### src/rtl/temperature_alarm_monitor_if.sv
// rtl/temperature_alarm_monitor_if.sv - sample/alarm bus between temperature source, monitor and alert stage
interface temperature_alarm_monitor_if;
    logic       sampleValid;
    logic [7:0] temperature;
    logic       alarmAck;
    logic [7:0] avgTemp;
    logic       avgValid;
    logic [1:0] tempState;
    logic       alarm;

    modport master (
        output sampleValid, temperature, alarmAck,
        input  avgTemp, avgValid, tempState, alarm
    );

    modport slave (
        input  sampleValid, temperature, alarmAck,
        output avgTemp, avgValid, tempState, alarm
    );
endinterface

### src/rtl/temperature_alarm_monitor.sv
// rtl/temperature_alarm_monitor.sv - moving-average temperature classifier with persistence, hysteresis and sticky alarm
module temperature_alarm_monitor #(
    parameter int         AVG_LOG2 = 2,
    parameter logic [7:0] HIGH_TH  = 8'd38,
    parameter logic [7:0] LOW_TH   = 8'd35,
    parameter logic [7:0] HYST     = 8'd1,
    parameter int         PERSIST  = 3
) (
    input  logic clk,
    input  logic rst,
    temperature_alarm_monitor_if.slave bus
);
    localparam int N  = 1 << AVG_LOG2;
    localparam int SW = 8 + AVG_LOG2;
    localparam int FW = AVG_LOG2 + 1;
    localparam int CW = $clog2(PERSIST + 1);

    typedef enum logic [1:0] {
        ST_NORMAL = 2'b00,
        ST_HIGH   = 2'b01,
        ST_LOW    = 2'b10
    } state_t;

    logic [7:0]    win_q [N];
    logic [7:0]    win_d [N];
    logic [SW-1:0] sum_q, sum_d, sum_next;
    logic [FW-1:0] fill_q, fill_d;
    logic [CW-1:0] cnt_q, cnt_d, cnt_run;
    logic          dir_high_q, dir_high_d;
    state_t        state_q, state_d;
    logic [7:0]    avg_q, avg_d, avg_next;
    logic          avg_valid_q, avg_valid_d;
    logic          alarm_q, alarm_d, alarm_set;
    logic          qual_h, qual_l, exit_h, exit_l;

    // Modular arithmetic: a transient wrap of sum+temperature is undone by subtracting the oldest sample.
    assign sum_next = sum_q + SW'(bus.temperature) - SW'(win_q[N-1]);
    assign avg_next = sum_next[SW-1:AVG_LOG2];
    assign qual_h   = avg_next >= HIGH_TH;
    assign qual_l   = avg_next <= LOW_TH;
    assign exit_h   = avg_next < (HIGH_TH - HYST);
    assign exit_l   = {1'b0, avg_next} > ({1'b0, LOW_TH} + {1'b0, HYST});

    always_comb begin
        win_d       = win_q;
        sum_d       = sum_q;
        fill_d      = fill_q;
        cnt_d       = cnt_q;
        cnt_run     = cnt_q;
        dir_high_d  = dir_high_q;
        state_d     = state_q;
        avg_d       = avg_q;
        avg_valid_d = 1'b0;
        alarm_set   = 1'b0;

        if (bus.sampleValid) begin
            win_d[0] = bus.temperature;
            for (int i = 1; i < N; i++) begin
                win_d[i] = win_q[i-1];
            end
            sum_d = sum_next;
            if (fill_q != FW'(N)) begin
                fill_d = fill_q + FW'(1);
            end

            if (fill_q >= FW'(N - 1)) begin
                avg_valid_d = 1'b1;
                avg_d       = avg_next;
                unique case (state_q)
                    ST_NORMAL: begin
                        if (qual_h || qual_l) begin
                            if (cnt_q != '0 && dir_high_q == qual_h) begin
                                cnt_run = (cnt_q == CW'(PERSIST)) ? cnt_q : cnt_q + CW'(1);
                            end else begin
                                cnt_run = CW'(1);
                            end
                            dir_high_d = qual_h;
                            if (cnt_run == CW'(PERSIST)) begin
                                state_d   = qual_h ? ST_HIGH : ST_LOW;
                                cnt_d     = '0;
                                alarm_set = 1'b1;
                            end else begin
                                cnt_d = cnt_run;
                            end
                        end else begin
                            cnt_d = '0;
                        end
                    end
                    ST_HIGH: begin
                        if (exit_h) begin
                            state_d = ST_NORMAL;
                            cnt_d   = '0;
                        end
                    end
                    ST_LOW: begin
                        if (exit_l) begin
                            state_d = ST_NORMAL;
                            cnt_d   = '0;
                        end
                    end
                    default: begin
                        state_d = ST_NORMAL;
                        cnt_d   = '0;
                    end
                endcase
            end
        end

        // Acknowledge is honoured only once the temperature is back to NORMAL; a fresh entry overrides it.
        alarm_d = alarm_q;
        if (alarm_set) begin
            alarm_d = 1'b1;
        end else if (bus.alarmAck && state_q == ST_NORMAL) begin
            alarm_d = 1'b0;
        end
    end

    always_ff @(posedge clk) begin
        if (rst) begin
            for (int i = 0; i < N; i++) begin
                win_q[i] <= '0;
            end
            sum_q       <= '0;
            fill_q      <= '0;
            cnt_q       <= '0;
            dir_high_q  <= 1'b0;
            state_q     <= ST_NORMAL;
            avg_q       <= '0;
            avg_valid_q <= 1'b0;
            alarm_q     <= 1'b0;
        end else begin
            win_q       <= win_d;
            sum_q       <= sum_d;
            fill_q      <= fill_d;
            cnt_q       <= cnt_d;
            dir_high_q  <= dir_high_d;
            state_q     <= state_d;
            avg_q       <= avg_d;
            avg_valid_q <= avg_valid_d;
            alarm_q     <= alarm_d;
        end
    end

    assign bus.avgTemp   = avg_q;
    assign bus.avgValid  = avg_valid_q;
    assign bus.tempState = state_q;
    assign bus.alarm     = alarm_q;
endmodule

### src/flat_wrapper.sv
// flat-port wrapper written by rule: the top's interface ports become plain ports
module temperature_alarm_monitor_flat 
#(
    parameter int         AVG_LOG2 = 2,
    parameter logic [7:0] HIGH_TH  = 8'd38,
    parameter logic [7:0] LOW_TH   = 8'd35,
    parameter logic [7:0] HYST     = 8'd1,
    parameter int         PERSIST  = 3
)
  (clk, rst, bus_sampleValid, bus_temperature, bus_alarmAck, bus_avgTemp, bus_avgValid, bus_tempState, bus_alarm);
  temperature_alarm_monitor_if bus_i ();
  input  logic clk;
  input  logic rst;
  input wire logic [$bits(bus_i.sampleValid)-1:0] bus_sampleValid;
  input wire logic [$bits(bus_i.temperature)-1:0] bus_temperature;
  input wire logic [$bits(bus_i.alarmAck)-1:0] bus_alarmAck;
  output wire logic [$bits(bus_i.avgTemp)-1:0] bus_avgTemp;
  output wire logic [$bits(bus_i.avgValid)-1:0] bus_avgValid;
  output wire logic [$bits(bus_i.tempState)-1:0] bus_tempState;
  output wire logic [$bits(bus_i.alarm)-1:0] bus_alarm;
  assign bus_i.sampleValid = bus_sampleValid;
  assign bus_i.temperature = bus_temperature;
  assign bus_i.alarmAck = bus_alarmAck;
  assign bus_avgTemp = bus_i.avgTemp;
  assign bus_avgValid = bus_i.avgValid;
  assign bus_tempState = bus_i.tempState;
  assign bus_alarm = bus_i.alarm;
  temperature_alarm_monitor #(.AVG_LOG2(AVG_LOG2), .HIGH_TH(HIGH_TH), .LOW_TH(LOW_TH), .HYST(HYST), .PERSIST(PERSIST)) u_core (.clk(clk), .rst(rst), .bus(bus_i));
endmodule
### config.mk
export PLATFORM = sky130hd
export DESIGN_NAME = temperature_alarm_monitor_flat
export DESIGN_NICKNAME = d
export VERILOG_FILES = /design/src/rtl/temperature_alarm_monitor_if.sv /design/src/rtl/temperature_alarm_monitor.sv /design/src/flat_wrapper.sv
export SDC_FILE = /design/constraint.sdc
export NUM_CORES = 1
export LEC_CHECK = 0
export ABC_AREA = 1
export BUFFER_PORTS_ARGS = -buffer_cell sky130_fd_sc_hd__buf_2
export CAP_MARGIN = 20
export CORE_MARGIN = 5
export CORE_UTILIZATION = 60
export DETAILED_ROUTE_END_ITERATION = 10
export GPL_ROUTABILITY_DRIVEN = 0
export PLACE_DENSITY_LB_ADDON = 0.08
export SLEW_MARGIN = 5
export SYNTH_ARGS = -nofsm -noshare
export SYNTH_HDL_FRONTEND = slang
export SYNTH_SLANG_ARGS = --single-unit
### constraint.sdc
create_clock -name clk -period 3.88 [get_ports clk]
set_input_delay 1.164 -clock clk [delete_from_list [all_inputs] [get_ports clk]]
set_output_delay 1.164 -clock clk [all_outputs]
set_load 0.03 [all_outputs]
# Word-level counts from Yosys, hierarchy flattened
# Cells that the tools add are included.
[word_totals]
elab_cells = 67
output_inout_bits = 12
reg_bits = 60
[op_classes]
bitwise_logic = 1
n_reduce_logical = 12
n_lt_le_gt_ge = 5
muxes = 23
addsub = 4
n_eq_ne = 10
[op_table]
columns = ["operator", "n"]
rows = [
  ["$mux W2", 13],
  ["$pmux W2 S3", 2],
  ["$add A10 B8 Y10", 1],
  ["$sub A10 B8 Y10", 1],
  ["$ge A8 B6 Y1 const B", 1],
  ["$gt A8 B6 Y1 const B", 1],
  ["$le A8 B6 Y1 const B", 1],
  ["$lt A8 B6 Y1 const B", 1],
  ["$mux W1", 8],
  ["$ne A2 B1 Y1 const B", 4],
  ["$reduce_and A4 Y1", 2],
  ["$eq A2 B2 Y1 const B", 3],
  ["$reduce_and A6 Y1", 1],
  ["$reduce_and A2 Y1", 2],
  ["$reduce_bool A2 Y1", 2],
  ["$add A3 B1 Y3 const B", 1],
  ["$ge A3 B2 Y1 const B", 1],
  ["$ne A3 B3 Y1 const B", 1],
  ["$add A2 B1 Y2 const B", 1],
  ["$eq A2 B1 Y1 const B", 1],
  ["$logic_and A1 B1 Y1", 2],
  ["$logic_not A2 Y1", 1],
  ["$reduce_or A2 Y1", 1],
  ["$eq A1 B1 Y1", 1],
  ["other kinds (2)", 2],
]

# Longest topological paths before layout
# Gate-level depths: netlist of run 1.
[depth]
word_depth = 17
mapped_depth = 21
depth_no_buf = 21

# Worst setup path after synthesis of run 1
# No wires, ideal clock.
[synth_timing]
path_kind = "input-to-reg"
start = "in bus_temperature[1]"
end = "reg u_core.state_q[1] (netlist: u_core.bus.tempState[1])"
path_stages = 18
path_buffers = 0
required_time_ns = 3.747
arrival_time_ns = 3.383
setup_slack_ns = 0.364
cell_sequence = "inv_1 > fa_1 > inv_1 > fa_1 > nand3_1 > nand2_2 > a21oi_1 > nand2_1 > nand2_1 > nor2_1 > nor2_4 > o21ai_2 > nand2_1 > nand2_2 > nor2_4 > inv_2 > nand2_1 > a21oi_2"
[synth_between]
elab_chain_len = 13
elab_cells_between_ends = 24
classes_between = "add/sub: 2; order compare: 4; eq/ne: 6; mux: 9; reduce/logical: 3"
[synth_rtl]
columns = ["element", "line_no", "source"]
rows = [
  ["start: declaration", "flat_wrapper.sv:15", "input wire logic [$bits(bus_i.temperature)-1:0] bus_temperature;"],
  ["$add A10 B8 Y10 *", "temperature_alarm_monitor.sv:37", "assign sum_next = sum_q + SW'(bus.temperature) - SW'(win_q[N-1]);"],
  ["$sub A10 B8 Y10 *", "temperature_alarm_monitor.sv:37", ""],
  ["$ge A8 B6 Y1", "temperature_alarm_monitor.sv:39", "assign qual_h = avg_next >= HIGH_TH;"],
  ["$eq A1 B1 Y1", "temperature_alarm_monitor.sv:72", "if (cnt_q != '0 && dir_high_q == qual_h) begin"],
  ["$logic_and A1 B1 Y1", "temperature_alarm_monitor.sv:72", ""],
  ["$mux W2", "temperature_alarm_monitor.sv:72", ""],
  ["$mux W2", "temperature_alarm_monitor.sv:71", "if (qual_h || qual_l) begin"],
  ["$mux W2", "temperature_alarm_monitor.sv:69", "unique case (state_q)"],
  ["$mux W2", "temperature_alarm_monitor.sv:66", "if (fill_q >= FW'(N - 1)) begin"],
  ["$mux W2", "temperature_alarm_monitor.sv:56", "if (bus.sampleValid) begin"],
  ["$eq A2 B2 Y1", "temperature_alarm_monitor.sv:78", "if (cnt_run == CW'(PERSIST)) begin"],
  ["$ne A2 B1 Y1 (no source line)", "--", ""],
  ["$reduce_and A6 Y1 (no source line)", "--", ""],
  ["end signal: assignment", "temperature_alarm_monitor.sv:137", "state_q <= state_d;"],
  ["end: declaration", "temperature_alarm_monitor.sv:30", "state_t state_q, state_d;"],
]
# Mark *: on every way between the ends. The rest lies on a longest branch, timed or not. The select of a mux whose other input is x is not followed.
# A chain may end at the register's enable or synchronous reset.

# Worst setup path in the final report of run 1
[layout_timing]
start = "in bus_temperature[1]"
end = "reg u_core.cnt_q[1]"
[layout_between]
elab_chain_len = 14
elab_cells_between_ends = 21
classes_between = "add/sub: 2; order compare: 4; eq/ne: 4; mux: 8; reduce/logical: 3"
[layout_rtl]
columns = ["element", "line_no", "source"]
rows = [
  ["$add A10 B8 Y10 *", "temperature_alarm_monitor.sv:37", ""],
  ["$sub A10 B8 Y10 *", "temperature_alarm_monitor.sv:37", ""],
  ["$ge A8 B6 Y1", "temperature_alarm_monitor.sv:39", ""],
  ["$eq A1 B1 Y1", "temperature_alarm_monitor.sv:72", ""],
  ["$logic_and A1 B1 Y1", "temperature_alarm_monitor.sv:72", ""],
  ["$mux W2", "temperature_alarm_monitor.sv:72", ""],
  ["$mux W2", "temperature_alarm_monitor.sv:71", ""],
  ["$mux W2", "temperature_alarm_monitor.sv:69", ""],
  ["$mux W2", "temperature_alarm_monitor.sv:66", ""],
  ["$mux W2", "temperature_alarm_monitor.sv:56", ""],
  ["$eq A2 B2 Y1", "temperature_alarm_monitor.sv:78", ""],
  ["$mux W2", "temperature_alarm_monitor.sv:78", ""],
  ["$mux W2", "temperature_alarm_monitor.sv:71", ""],
  ["$pmux W2 S3", "temperature_alarm_monitor.sv:69", ""],
  ["end signal: assignment", "temperature_alarm_monitor.sv:135", "cnt_q <= cnt_d;"],
  ["end: declaration", "temperature_alarm_monitor.sv:28", "logic [CW-1:0] cnt_q, cnt_d, cnt_run;"],
]
# Marked as above.

==> results of run 1 <==
==> synthesized netlist by cell type, drive strengths merged <==
cell / instances / area (um^2)
clkbuf: 14 / 52.6
xnor2: 3 / 26.3
fa: 8 / 160
a31oi: 1 / 6.26
o211ai: 5 / 37.5
o22ai: 1 / 6.26
nand3: 21 / 143
a21oi: 29 / 164
nand3b: 1 / 7.51
inv: 74 / 278
buf: 1 / 3.75
dfxtp: 60 / 1200
o21ai: 49 / 249
a211oi: 1 / 7.51
xor2: 1 / 8.76
ha: 13 / 163
nor2: 69 / 289
nor3: 1 / 5.00
clkinv: 1 / 3.75
nand2: 72 / 300
nand4: 1 / 12.5
o21bai: 1 / 7.51
==> metal layers <==
metal | part of all wire [%] | global-route usage, % | vias up
met5 | 0 | 0 | -
met4 | 1.6 | 7.97 | 0
met3 | 5.0 | 7.16 | 12
met2 | 46 | 33.4 | 57
met1 | 48 | 27.6 | 1176
li1 | - | - | 1383
==> cell type report <==
| type | instances | area (um^2) | area share, % |
|---|---|---|---|
| inverters | 75 | 282 | 7.96 |
| flip-flops and latches | 60 | 1200 | 34.0 |
| clock inverters | 3 | 68.8 | 1.95 |
| multi-input cells | 277 | 1590 | 45.0 |
| repair buffers | 27 | 145 | 4.10 |
| well taps | 70 | 87.6 | 2.48 |
| clock buffers | 13 | 159 | 4.49 |
==> worst max-delay path: stages <==
cell and delay [ps]:
sky130_fd_sc_hd__buf_2 70, sky130_fd_sc_hd__inv_1 60, sky130_fd_sc_hd__fa_1 530, sky130_fd_sc_hd__inv_1 70, sky130_fd_sc_hd__fa_1 450, sky130_fd_sc_hd__nand3_1 110
sky130_fd_sc_hd__nand2_2 100, sky130_fd_sc_hd__nand2_1 70, sky130_fd_sc_hd__nand2_1 70, sky130_fd_sc_hd__nand2_1 70, sky130_fd_sc_hd__nand2_1 80, sky130_fd_sc_hd__nor2_1 170
sky130_fd_sc_hd__nand2_1 110, sky130_fd_sc_hd__nor2_1 100, sky130_fd_sc_hd__nand3_1 120, sky130_fd_sc_hd__nand2_1 130, sky130_fd_sc_hd__nor2_4 50, sky130_fd_sc_hd__a31oi_1 140
sky130_fd_sc_hd__nor2_1 50
==> where the power goes <==
group	internal, mW	leakage (nW)	total [mW]	switching [mW]
registers	0.677	0.495	0.706	0.0294
logic	0.287	1.15	0.867	0.580
clock network	0.398	0.114	0.639	0.241
total	1.36	1.76	2.21	0.851
==> registers in the layout, indices dropped and copies added (netlist names), 2 cells and up <==
name,flops
u_core.sum_q,10
u_core.bus.avgTemp,8
u_core.bus.tempState,2
u_core.fill_q,3
u_core.cnt_q,2
u_core.win_q,32
==> logic make-up (layout without fill, tap and decap cells) <==
logic type,count (synthesis),count (layout)
simple gates,165,165
buf+inv,90,118
compound gates,87,87
flops,60,60
fa+ha+maj,21,21
xor+xnor,4,4
==> through the flow <==
| stage | worst slack, ps | cells |
|---|---|---|
| 6_report | 383 | 525 |
| 5_1_grt | 179 | 525 |
| 4_1_cts | 412 | 525 |
| 3_5_place_dp | 55.9 | 509 |
| 3_3_place_gp | 81.0 | 509 |
| 2_1_floorplan | 364 | 427 |
==> worst min-delay path by stage <==
stage	end	slack, ps
final	u_core.bus.avgTemp[1]	460
after global routing	u_core.bus.alarm	490
after CTS	u_core.bus.avgTemp[1]	470
after detailed placement	u_core.bus.avgTemp[1]	460
after global placement	u_core.sum_q[0]	450
after floorplan	u_core.sum_q[0]	440
==> tab_implementation.tex, run 1 <==
\begin{tabular}{lr}
\hline
Metric & Value \\
\hline
\multicolumn{2}{l}{\textbf{STA}} \\
\quad Worst setup skew after layout & 7.56 ps \\
\quad Total count of max-transition violations in the final report & 0 \\
\quad Share of the cycle needed by the critical path after routing & about nine tenths \\
\quad Max transition margin & between 60\% and 70\% \\
\quad Setup TNS & 0 ps \\
\quad Setup violators final & 0 \\
\quad Number of hold-slack violations in the final timing report & 0 \\
\quad Maximum clock rate & 286 MHz \\
\quad Setup repair after global routing missed its margin & no \\
\quad Minimum period implied by the final worst setup slack & approximately 3500 ps \\
\quad Transition time at the pin with the least slew margin & 505 ps \\
\quad WHS & 462 ps \\
\multicolumn{2}{l}{\textbf{Critical path}} \\
\quad Reg2reg setup slack & 1010 ps \\
\quad Critical path start-end classification & input port to flip-flop \\
\quad Crit Reg-Reg Startpoint & u\_core.sum\_q[1] \\
\quad CP Data Arrival Time & approximately 3700 ps \\
\quad Destination of the worst register-to-register timing path & u\_core.cnt\_q[1] \\
\quad Critical path fanouts, max & 4 \\
\quad Worst setup EP type & flip-flop \\
\quad Path depth of the worst reg2reg path & 18 \\
\quad Critical path startpoint category & input port \\
\quad First element of the critical path & bus\_temperature[1] \\
\quad Critical path data required time & 4120 ps \\
\quad End of the critical path & u\_core.cnt\_q[1] \\
\multicolumn{2}{l}{\textbf{Global routing}} \\
\quad Total global-route track usage & between 20 and 25\% \\
\quad First-pass GRT wire length & 10,900 um \\
\quad Largest net degree at the start of global routing & 31 \\
\quad Via count of the first global-routing pass & 2,406 \\
\quad Remaining global-route overflow & 0 \\
\quad Antenna violations before repair & 0 \\
\multicolumn{2}{l}{\textbf{Routing}} \\
\quad Wire length per cell & 11.8 um \\
\quad Remaining design rule violation count & 0 \\
\quad Total wire length after detailed routing & 6220 um \\
\quad Routed Antenna Nets & 0 \\
\quad Initial detailed-routing violation count & 133 \\
\quad Number of detailed-route iterations in the first pass & 5 \\
\quad Vias & 2,628 \\
\quad Routed via count divided by cell count & 5.01 \\
\multicolumn{2}{l}{\textbf{Place}} \\
\quad DP Wirelength & between 4000 and 5000 um \\
\quad Quantity of I/O buffers inserted on ports & 23 \\
\quad Post-DP Area & 0.00331 mm\^{}2 \\
\multicolumn{2}{l}{\textbf{Finish}} \\
\quad Commonest cells after routing, fill and taps aside & 68 x sky130\_fd\_sc\_hd\_\_inv\_1, 65 x sky130\_fd\_sc\_hd\_\_nor2\_1, 62 x sky130\_fd\_sc\_hd\_\_nand2\_1, 60 x sky130\_fd\_sc\_hd\_\_dfxtp\_1, 48 x sky130\_fd\_sc\_hd\_\_o21ai\_0 \\
\quad Non-Filler Cell Area, Final & 0.00354 mm\^{}2 \\
\quad Final Core Density & 69.7\% \\
\quad Fraction of layout cells with a size suffix above 1 & approximately 16\% \\
\quad Filler Cell Count & 440 \\
\quad Area growth from synthesis to layout & 12.9\% \\
\quad Layout net count & a little under 500 \\
\quad Diode insertion count for antenna repair & 0 \\
\quad Most common library cell in the layout ignoring fill and taps & sky130\_fd\_sc\_hd\_\_inv\_1 \\
\multicolumn{2}{l}{\textbf{Pwr}} \\
\quad Cell Pwr Density & 626 mW/mm\^{}2 \\
\quad Leakage component of the power & 1.76 nW \\
\quad Total power consumption of the routed design & 2.21 mW \\
\quad Maximum ir drop on the vdd rail & 0.323 mV \\
\multicolumn{2}{l}{\textbf{Logic synthesis}} \\
\quad Largest family of logic cells by synthesized area & simple AND/OR/NAND/NOR gates \\
\quad Mean instance size in the synthesized netlist & 7.33 um\^{}2 \\
\quad Count of unique library cells instantiated by Yosys & 30 \\
\quad Simple-gate share of the synthesized area & about a quarter \\
\quad Gate count of the mapped netlist & 427 \\
\quad Proportion of synthesized chip area in sequential cells & 38.4\% \\
\quad Syn Std Cell Area & 0.00313 mm\^{}2 \\
\quad Synth Area in Compound Gates & 15.3\% \\
\quad Post-synthesis xor/xnor area fraction & 1.12\% \\
\quad Mapped Nets & 460 \\
\quad Total of flip-flops plus latches after synthesis & 60 \\
\quad Multiplexer share of the synthesized area & 0\% \\
\quad Yosys warning count & 0 \\
\quad Post-synthesis share of cell area spent on full adders, half adders and majority gates & 10.3\% \\
\multicolumn{2}{l}{\textbf{Die}} \\
\quad Die Ht & 82.2 um \\
\quad Placeable core region & 0.00507 mm\^{}2 \\
\quad Initial cell density of the core & 61.7\% \\
\quad Floorplan row count & 26 \\
\quad Number of top-level pins & 24 \\
\quad Overall die area & 0.00676 mm\^{}2 \\
\quad Die Width & 82.2 um \\
\multicolumn{2}{l}{\textbf{Hold path}} \\
\quad WHS Path Cells & 2 \\
\quad Class of the tightest hold or removal check & flip-flop to flip-flop \\
\quad Hold path startpoint & u\_core.bus.avgTemp[1] \\
\multicolumn{2}{l}{\textbf{CTS}} \\
\quad Maximum level of the CTS H-tree & 3 \\
\quad Root buffer cell & sky130\_fd\_sc\_hd\_\_clkbuf\_8 \\
\quad Clock tree sinks & 60 \\
\quad Clock tree from TritonCTS & built \\
\quad CTS clock-pin slew for the worst setup and hold paths & about 70 ps \\
\quad Clk\_lat worst skew & between 300 and 400 ps \\
\quad Number of resized instances in the post-cts repair step & 0 \\
\quad CTS Hold Bufs & 0 \\
\quad Post CTS Setup Buffer Count & 0 \\
\quad Maximum buffer depth of the clock tree & 2 \\
\quad Number of buffers inserted during clock tree synthesis & 9 \\
\multicolumn{2}{l}{\textbf{Outcome}} \\
\quad Outcome & finished, final reports clean \\
\multicolumn{2}{l}{\textbf{Run}} \\
\quad Max\_cap viols & 0 \\
\hline
\end{tabular}
Power figures use the tool's default switching activity.
==> run 2: changes to the inputs <==
==> constraint.sdc (replaced) <==
create_clock -name clk -period 4.1 [get_ports clk]
set_input_delay 1.23 -clock clk [delete_from_list [all_inputs] [get_ports clk]]
set_output_delay 1.23 -clock clk [all_outputs]
set_load 0.03 [all_outputs]
==> run 2 against run 1 <==
Effect of this change:
- via count is 0.91% higher
- cell count is 0.19% lower
- cell area is 0.50% lower
- sequential share of layout area is 0.17 points higher
- utilization is 0.35 points lower
- clock-buffer cell count is 1 lower
- non-clock buffer count is 1 lower
- clock skew is 0.88 ps lower
- highest routed layer unchanged
==> tab_implementation.tex, run 2 (synthesis gave the netlist of run 1 again) <==
\begin{tabular}{lr}
\hline
Metric & Value \\
\hline
\multicolumn{2}{l}{\textbf{Outcome}} \\
\quad Outcome & finished, final reports clean \\
\multicolumn{2}{l}{\textbf{Global routing}} \\
\quad First-pass GRT wire length & 10,900 um (-0.26\%) \\
\quad Largest net degree at the start of global routing & 47 (+52\%) \\
\quad Remaining global-route overflow & 0 (unchanged) \\
\quad Antenna violations before repair & 0 (unchanged) \\
\quad Via count of the first global-routing pass & 2,470 (+2.7\%) \\
\quad Total global-route track usage & 21.2\% (-0.31 points) \\
\multicolumn{2}{l}{\textbf{Place}} \\
\quad Number of placed cells counting well taps & 508 (-0.20\%) \\
\quad Post-DP Area & 0.00330 mm\^{}2 (-0.23\%) \\
\quad DP Wirelength & 4580 um (+0.39\%) \\
\quad Quantity of I/O buffers inserted on ports & 23 (unchanged) \\
\quad Pre-CTS setup slack & 185 ps (+129 ps) \\
\multicolumn{2}{l}{\textbf{CTS}} \\
\quad Clock tree sinks & 60 (unchanged) \\
\quad Maximum level of the CTS H-tree & 3 (unchanged) \\
\quad CTS Hold Bufs & 0 (unchanged) \\
\quad Number of resized instances in the post-cts repair step & 0 (unchanged) \\
\quad Number of buffers inserted during clock tree synthesis & 9 (unchanged) \\
\quad CTS clock-pin slew for the worst setup and hold paths & 60 ps (about the same) \\
\quad Post CTS Setup Buffer Count & 0 (unchanged) \\
\quad Root buffer cell & sky130\_fd\_sc\_hd\_\_clkbuf\_8 \\
\quad Clk\_lat worst skew & 330 ps (-20 ps) \\
\quad Clock tree from TritonCTS & built \\
\quad Maximum buffer depth of the clock tree & 2 (unchanged) \\
\multicolumn{2}{l}{\textbf{STA}} \\
\quad Share of the cycle needed by the critical path after routing & 87.0\% \\
\quad Number of hold-slack violations in the final timing report & 0 (unchanged) \\
\quad Total count of max-transition violations in the final report & 0 (unchanged) \\
\quad Setup TNS & 0 ps (unchanged) \\
\quad Setup violators final & 0 (unchanged) \\
\quad Maximum clock rate & 280 MHz \\
\quad Max transition margin & 42.9\% (-23 points) \\
\quad Minimum period implied by the final worst setup slack & 3570 ps \\
\quad Worst setup skew after layout & 6.68 ps (-0.885 ps) \\
\quad Transition time at the pin with the least slew margin & 856 ps (+350 ps) \\
\quad Setup slack of the critical path after layout & 533 ps (+150 ps) \\
\quad Setup repair after global routing missed its margin & no \\
\multicolumn{2}{l}{\textbf{Hold path}} \\
\quad Hold path startpoint & u\_core.sum\_q[0] \\
\quad WHS Path Cells & 2 (unchanged) \\
\quad Class of the tightest hold or removal check & flip-flop to flip-flop \\
\quad Hold-critical path endpoint & u\_core.sum\_q[0] \\
\multicolumn{2}{l}{\textbf{Routing}} \\
\quad Number of detailed-route iterations in the first pass & 4 (-1) \\
\quad Routed via count divided by cell count & 5.06 (+1.1\%) \\
\quad Routed Antenna Nets & 0 (unchanged) \\
\quad Initial detailed-routing violation count & 129 (-3.0\%) \\
\quad Vias & 2,652 (+0.91\%) \\
\quad Total wire length after detailed routing & 6290 um (+1.1\%) \\
\quad Wire length per cell & 12.0 um (+1.3\%) \\
\quad Remaining design rule violation count & 0 (unchanged) \\
\multicolumn{2}{l}{\textbf{Finish}} \\
\quad Largest register FFs & 32 (unchanged) \\
\quad Filler Cell Count & 453 (+3.0\%) \\
\quad Layout net count & 482 (-0.21\%) \\
\quad Area growth from synthesis to layout & 12.3\% \\
\quad Non-Filler Cell Area, Final & 0.00352 mm\^{}2 (-0.50\%) \\
\quad Fraction of layout cells with a size suffix above 1 & 16.1\% (-0.18 points) \\
\quad Number of non-filler instances in the completed layout & 524 (-0.19\%) \\
\quad Commonest cells after routing, fill and taps aside & 68 x sky130\_fd\_sc\_hd\_\_inv\_1, 65 x sky130\_fd\_sc\_hd\_\_nor2\_1, 62 x sky130\_fd\_sc\_hd\_\_nand2\_1, 60 x sky130\_fd\_sc\_hd\_\_dfxtp\_1, 48 x sky130\_fd\_sc\_hd\_\_o21ai\_0 \\
\quad Most common library cell in the layout ignoring fill and taps & sky130\_fd\_sc\_hd\_\_inv\_1 \\
\quad Diode insertion count for antenna repair & 0 (unchanged) \\
\quad Register name with the most flops & u\_core.win\_q \\
\multicolumn{2}{l}{\textbf{Die}} \\
\quad Placeable core region & 0.00507 mm\^{}2 (unchanged) \\
\quad Initial cell density of the core & 61.7\% (unchanged) \\
\quad Die Ht & 82.2 um (unchanged) \\
\quad Overall die area & 0.00676 mm\^{}2 (unchanged) \\
\quad Die Width & 82.2 um (unchanged) \\
\quad Floorplan row count & 26 (unchanged) \\
\quad Number of top-level pins & 24 (unchanged) \\
\multicolumn{2}{l}{\textbf{Pwr}} \\
\quad Combinational Power Share & 39.4\% (+0.2 points) \\
\quad Total power consumption of the routed design & 2.06 mW (-6.8\%) \\
\quad Leakage component of the power & 1.74 nW (-0.69\%) \\
\quad Switching Fraction & 38.4\% (about the same) \\
\quad Maximum ir drop on the vdd rail & 0.296 mV (-8.4\%) \\
\quad Cell Pwr Density & 586 mW/mm\^{}2 (-6.4\%) \\
\quad Power dissipated by switching net loads & 0.792 mW (-6.8\%) \\
\quad Share of power burned in registers & 32.4\% (+0.5 points) \\
\quad Clock power frac & 28.2\% (-0.7 points) \\
\quad Cell-internal power & 1.27 mW (-6.8\%) \\
\multicolumn{2}{l}{\textbf{Critical path}} \\
\quad Worst setup EP type & flip-flop \\
\quad Path depth of the worst reg2reg path & 17 (-1) \\
\quad Critical path data required time & 4370 ps (+250 ps) \\
\quad Crit Reg-Reg Startpoint & u\_core.sum\_q[1] \\
\quad Critical path start-end classification & input port to flip-flop \\
\quad First element of the critical path & bus\_temperature[1] \\
\quad CP Data Arrival Time & 3840 ps (+110 ps) \\
\quad Destination of the worst register-to-register timing path & u\_core.cnt\_q[0] \\
\quad Reg2reg setup slack & 1210 ps (+200 ps) \\
\quad Critical path fanouts, max & 4 (unchanged) \\
\quad Critical path startpoint category & input port \\
\multicolumn{2}{l}{\textbf{Run}} \\
\quad Max\_cap viols & 0 (unchanged) \\
\hline
\end{tabular}
## run 2: worst max path at each step
stage / endpoint / slack, ps / depth (start not counted)
after CTS: u_core.bus.tempState[0] / 530 / 16
after floorplan: u_core.bus.tempState[1] / 520 / 18
after global placement: u_core.bus.tempState[1] / 250 / 17
after detailed placement: u_core.bus.tempState[0] / 180 / 18
after global routing: u_core.cnt_q[1] / 310 / 19
final: u_core.cnt_q[0] / 530 / 18
## run 2: layer usage
layer	GRT usage, %	wire length, um	vias to the layer above
li1	-	-	1385
met1	26.9	2930	1215
met2	34.1	2970	47
met3	7.16	345	5
met4	5.81	47	0
met5	0	0	-
## run 2: power by group through the flow
stage / combinational (mW) / sequential, mW / clock [mW]
2_1_floorplan: 0.632 / 0.696 / 0
3_3_place_gp: 0.794 / 0.678 / 0
3_5_place_dp: 0.809 / 0.681 / 0
4_1_cts: 0.814 / 0.668 / 0.595
5_1_grt: 0.932 / 0.674 / 0.629
6_report: 0.812 / 0.668 / 0.581
## run 2: stage by stage
step	util, %	hold slack, ps
global placement	65.0	449
floorplan	-	440
finish	69.3	465
detailed placement	65.0	460
global route	69.3	490
CTS	69.3	469
## run 2: area by class of cell
class	count	area, um^2	area share (%)
Multi-Input combinational cell	277	1590	45.3
Sequential cell	60	1200	34.1
Inverter	75	282	8.00
Clock buffer	12	145	4.13
Timing Repair Buffer	26	138	3.91
Tap cell	70	87.6	2.49
Clock inverter	4	72.6	2.06
## run 2: worst max-delay path: stages
cell and delay, ps:
sky130_fd_sc_hd__buf_2 80, sky130_fd_sc_hd__inv_1 50, sky130_fd_sc_hd__fa_1 550, sky130_fd_sc_hd__inv_1 70, sky130_fd_sc_hd__fa_1 450, sky130_fd_sc_hd__nand3_1 110, sky130_fd_sc_hd__nand2_2 100, sky130_fd_sc_hd__nand2_1 70
sky130_fd_sc_hd__nand2_1 60, sky130_fd_sc_hd__nand2_1 50, sky130_fd_sc_hd__nand2_1 80, sky130_fd_sc_hd__nor2_1 190, sky130_fd_sc_hd__nand3_2 130, sky130_fd_sc_hd__nand3_1 150, sky130_fd_sc_hd__nand2_1 100, sky130_fd_sc_hd__nor2_4 130
sky130_fd_sc_hd__nand2_1 90, sky130_fd_sc_hd__a21oi_2 130
==> run 3: changes to the inputs <==
--- a/config.mk
+++ b/config.mk
@@ -6,13 +6,15 @@
 export NUM_CORES = 1
 export LEC_CHECK = 0
 export ABC_AREA = 1
-export BUFFER_PORTS_ARGS = -buffer_cell sky130_fd_sc_hd__buf_2
+export ABC_CLOCK_PERIOD_IN_PS = 4100
+export BUFFER_PORTS_ARGS = -buffer_cell sky130_fd_sc_hd__clkbuf_2
 export CAP_MARGIN = 20
 export CORE_MARGIN = 5
 export CORE_UTILIZATION = 60
 export DETAILED_ROUTE_END_ITERATION = 10
 export GPL_ROUTABILITY_DRIVEN = 0
 export PLACE_DENSITY_LB_ADDON = 0.08
+export RECOVER_POWER = 100
 export SLEW_MARGIN = 5
 export SYNTH_ARGS = -nofsm -noshare
 export SYNTH_HDL_FRONTEND = slang
==> run 3 against run 2 <==
Effect of this change:
- cell count down 0.19%
- fmax down 4.9%
- worst hold slack better by 5.0 ps
- setup slack worse by 180 ps
- sequential cell count unchanged
- clock skew up 0.84 ps
- wire length down 3.9%
- sequential share of layout area up 0.88 points
- clock-buffer cell count down 1
- combinational power down 3.0%
- non-clock buffer count unchanged
- cell area down 2.5%
- critical path type unchanged
- highest routed layer unchanged
==> tab_implementation.tex, run 3 (synthesis gave the netlist of run 1 again) <==
\begin{tabular}{lr}
\hline
Metric & Value \\
\hline
\multicolumn{2}{l}{\textbf{Critical path}} \\
\quad Crit Reg-Reg Startpoint & u\_core.sum\_q[6] \\
\quad Path depth of the worst reg2reg path & 17 (unchanged) \\
\quad Critical path data required time & 4370 ps (about the same) \\
\quad Critical path start-end classification & input port to flip-flop \\
\quad Reg2reg setup slack & 1060 ps (-150 ps) \\
\quad Critical path startpoint category & input port \\
\quad End of the critical path & u\_core.cnt\_q[0] \\
\quad First element of the critical path & bus\_temperature[6] \\
\quad Critical path fanouts, max & 6 (+2) \\
\quad CP Data Arrival Time & 4020 ps (+180 ps) \\
\quad Worst setup EP type & flip-flop \\
\quad Destination of the worst register-to-register timing path & u\_core.cnt\_q[0] \\
\multicolumn{2}{l}{\textbf{Finish}} \\
\quad Layout net count & 482 (unchanged) \\
\quad Diode insertion count for antenna repair & 0 (unchanged) \\
\quad Area growth from synthesis to layout & 9.51\% \\
\quad Largest register FFs & 32 (unchanged) \\
\quad Number of non-filler instances in the completed layout & 523 (-0.19\%) \\
\quad Register name with the most flops & u\_core.win\_q \\
\quad Fraction of layout cells with a size suffix above 1 & 10.8\% (-5.3 points) \\
\quad Most common library cell in the layout ignoring fill and taps & sky130\_fd\_sc\_hd\_\_inv\_1 \\
\quad Commonest cells after routing, fill and taps aside & 68 x sky130\_fd\_sc\_hd\_\_inv\_1, 66 x sky130\_fd\_sc\_hd\_\_nor2\_1, 64 x sky130\_fd\_sc\_hd\_\_nand2\_1, 60 x sky130\_fd\_sc\_hd\_\_dfxtp\_1, 48 x sky130\_fd\_sc\_hd\_\_o21ai\_0 \\
\multicolumn{2}{l}{\textbf{Routing}} \\
\quad Routed Antenna Nets & 0 (unchanged) \\
\quad Wire length per cell & 11.6 um (-3.7\%) \\
\quad Routed via count divided by cell count & 5.00 (-1.1\%) \\
\quad Wire length on met3 & 143 um (-59\%) \\
\quad Total wire length after detailed routing & 6050 um (-3.9\%) \\
\quad Remaining design rule violation count & 0 (unchanged) \\
\quad Initial detailed-routing violation count & 87 (-33\%) \\
\quad Top layer reached by signal wires & met4 \\
\quad Routed length on met1 & 2950 um (+0.68\%) \\
\quad Vias & 2,617 (-1.3\%) \\
\quad Number of detailed-route iterations in the first pass & 4 (unchanged) \\
\quad Met2 WL & 2790 um (-5.9\%) \\
\multicolumn{2}{l}{\textbf{Global routing}} \\
\quad Largest net degree at the start of global routing & 33 (-30\%) \\
\quad Via count of the first global-routing pass & 2,546 (+3.1\%) \\
\quad First-pass GRT wire length & 10,700 um (-1.9\%) \\
\quad Total global-route track usage & 20.7\% (-0.50 points) \\
\quad Antenna violations before repair & 0 (unchanged) \\
\quad Remaining global-route overflow & 0 (unchanged) \\
\multicolumn{2}{l}{\textbf{STA}} \\
\quad Setup violators final & 0 (unchanged) \\
\quad Setup repair after global routing missed its margin & no \\
\quad Transition time at the pin with the least slew margin & 1310 ps (+454 ps) \\
\quad Worst setup skew after layout & 7.52 ps (+0.843 ps) \\
\quad Setup TNS & 0 ps (unchanged) \\
\quad Number of hold-slack violations in the final timing report & 0 (unchanged) \\
\quad Share of the cycle needed by the critical path after routing & 91.5\% (+4.5 points) \\
\quad Total count of max-transition violations in the final report & 0 (unchanged) \\
\quad Max transition margin & 12.7\% (-30 points) \\
\quad Minimum period implied by the final worst setup slack & 3750 ps (+183 ps) \\
\quad Maximum clock rate & 267 MHz (-4.9\%) \\
\multicolumn{2}{l}{\textbf{Die}} \\
\quad Die Width & 82.2 um (unchanged) \\
\quad Overall die area & 0.00676 mm\^{}2 (unchanged) \\
\quad Placeable core region & 0.00507 mm\^{}2 (unchanged) \\
\quad Die Ht & 82.2 um (unchanged) \\
\quad Floorplan row count & 26 (unchanged) \\
\quad Initial cell density of the core & 61.7\% (unchanged) \\
\quad Number of top-level pins & 24 (unchanged) \\
\multicolumn{2}{l}{\textbf{CTS}} \\
\quad Clock tree from TritonCTS & built \\
\quad Clk\_lat worst skew & 340 ps (about the same) \\
\quad Number of resized instances in the post-cts repair step & 0 (unchanged) \\
\quad Clock tree sinks & 60 (unchanged) \\
\quad Root buffer cell & sky130\_fd\_sc\_hd\_\_clkbuf\_8 \\
\quad CTS Hold Bufs & 0 (unchanged) \\
\quad Maximum level of the CTS H-tree & 3 (unchanged) \\
\quad Post CTS Setup Buffer Count & 0 (unchanged) \\
\quad Number of buffers inserted during clock tree synthesis & 9 (unchanged) \\
\quad Maximum buffer depth of the clock tree & 2 (unchanged) \\
\quad CTS clock-pin slew for the worst setup and hold paths & 60 ps (about the same) \\
\multicolumn{2}{l}{\textbf{Place}} \\
\quad Number of placed cells counting well taps & 508 (unchanged) \\
\quad DP Wirelength & 4430 um (-3.3\%) \\
\quad Quantity of I/O buffers inserted on ports & 23 (unchanged) \\
\multicolumn{2}{l}{\textbf{Pwr}} \\
\quad Maximum ir drop on the vdd rail & 0.307 mV (+3.9\%) \\
\quad Cell Pwr Density & 577 mW/mm\^{}2 (-1.5\%) \\
\quad Leakage component of the power & 1.66 nW (-5.1\%) \\
\multicolumn{2}{l}{\textbf{Hold path}} \\
\quad Class of the tightest hold or removal check & flip-flop to flip-flop \\
\multicolumn{2}{l}{\textbf{Run}} \\
\quad Max\_cap viols & 0 (unchanged) \\
\multicolumn{2}{l}{\textbf{Outcome}} \\
\quad Outcome & finished, final reports clean \\
\hline
\end{tabular}
run 3: cell type report:
class	count	area, um^2
repair buffers	26	109
multi-input cells	277	1560
fillers	469	1650
clock inverters	4	50.0
clock buffers	11	141
flip-flops and latches	60	1200
inverters	75	282
well taps	70	87.6
run 3: through the flow:
step / instance area [um^2] / hold WS, ps / power [mW] / utilization, % / worst slack (ps)
finish: 3430 / 470 / 1.98 / 67.6 / 350
global route: 3430 / 497 / 2.14 / 67.6 / 129
CTS: 3490 / 474 / 2.01 / 68.8 / 486
detailed placement: 3300 / 464 / 1.49 / 65.0 / 163
global placement: 3300 / 454 / 1.47 / 65.0 / 218
floorplan: 3130 / 440 / 1.33 / - / 518
run 3: routing by layer:
metal | global-route usage (%) | vias to the layer above
met2 | 34.5 | 24
met3 | 3.90 | 14
met5 | 0 | -
li1 | - | 1382
met4 | 11.5 | 0
met1 | 24.8 | 1197
run 3: worst min path at each step:
stage	start	end	slack (ps)	cells past startpoint
2_1_floorplan	u_core.sum_q[0]	u_core.sum_q[0]	440	2
3_3_place_gp	u_core.sum_q[0]	u_core.sum_q[0]	450	2
3_5_place_dp	u_core.win_q[12]	u_core.win_q[4]	460	2
4_1_cts	u_core.bus.avgTemp[1]	u_core.bus.avgTemp[1]	470	2
5_1_grt	u_core.bus.avgTemp[7]	u_core.bus.avgTemp[7]	500	2
6_report	u_core.bus.alarm	u_core.bus.alarm	470	2
run 3: report_power, final:
part / leakage (nW) / switching [mW] / internal [mW] / total [mW]
combinational: 1.07 / 0.528 / 0.260 / 0.788
sequential: 0.495 / 0.0273 / 0.640 / 0.668
clock: 0.0914 / 0.231 / 0.293 / 0.523
total: 1.66 / 0.786 / 1.19 / 1.98
run 3: worst max-delay path, stage by stage:
cell and delay (ps):
sky130_fd_sc_hd__clkbuf_2 80, sky130_fd_sc_hd__inv_1 70, sky130_fd_sc_hd__fa_1 540, sky130_fd_sc_hd__inv_1 40
sky130_fd_sc_hd__ha_1 370, sky130_fd_sc_hd__nand2_1 130, sky130_fd_sc_hd__clkinv_1 80, sky130_fd_sc_hd__a21oi_1 200
sky130_fd_sc_hd__nand2_1 70, sky130_fd_sc_hd__nand2_1 50, sky130_fd_sc_hd__nand2_1 120, sky130_fd_sc_hd__nor2_1 180
sky130_fd_sc_hd__nand3_2 130, sky130_fd_sc_hd__nand3_1 160, sky130_fd_sc_hd__nand2_1 80, sky130_fd_sc_hd__nor2_1 240
sky130_fd_sc_hd__nand2_1 120, sky130_fd_sc_hd__a21oi_2 130
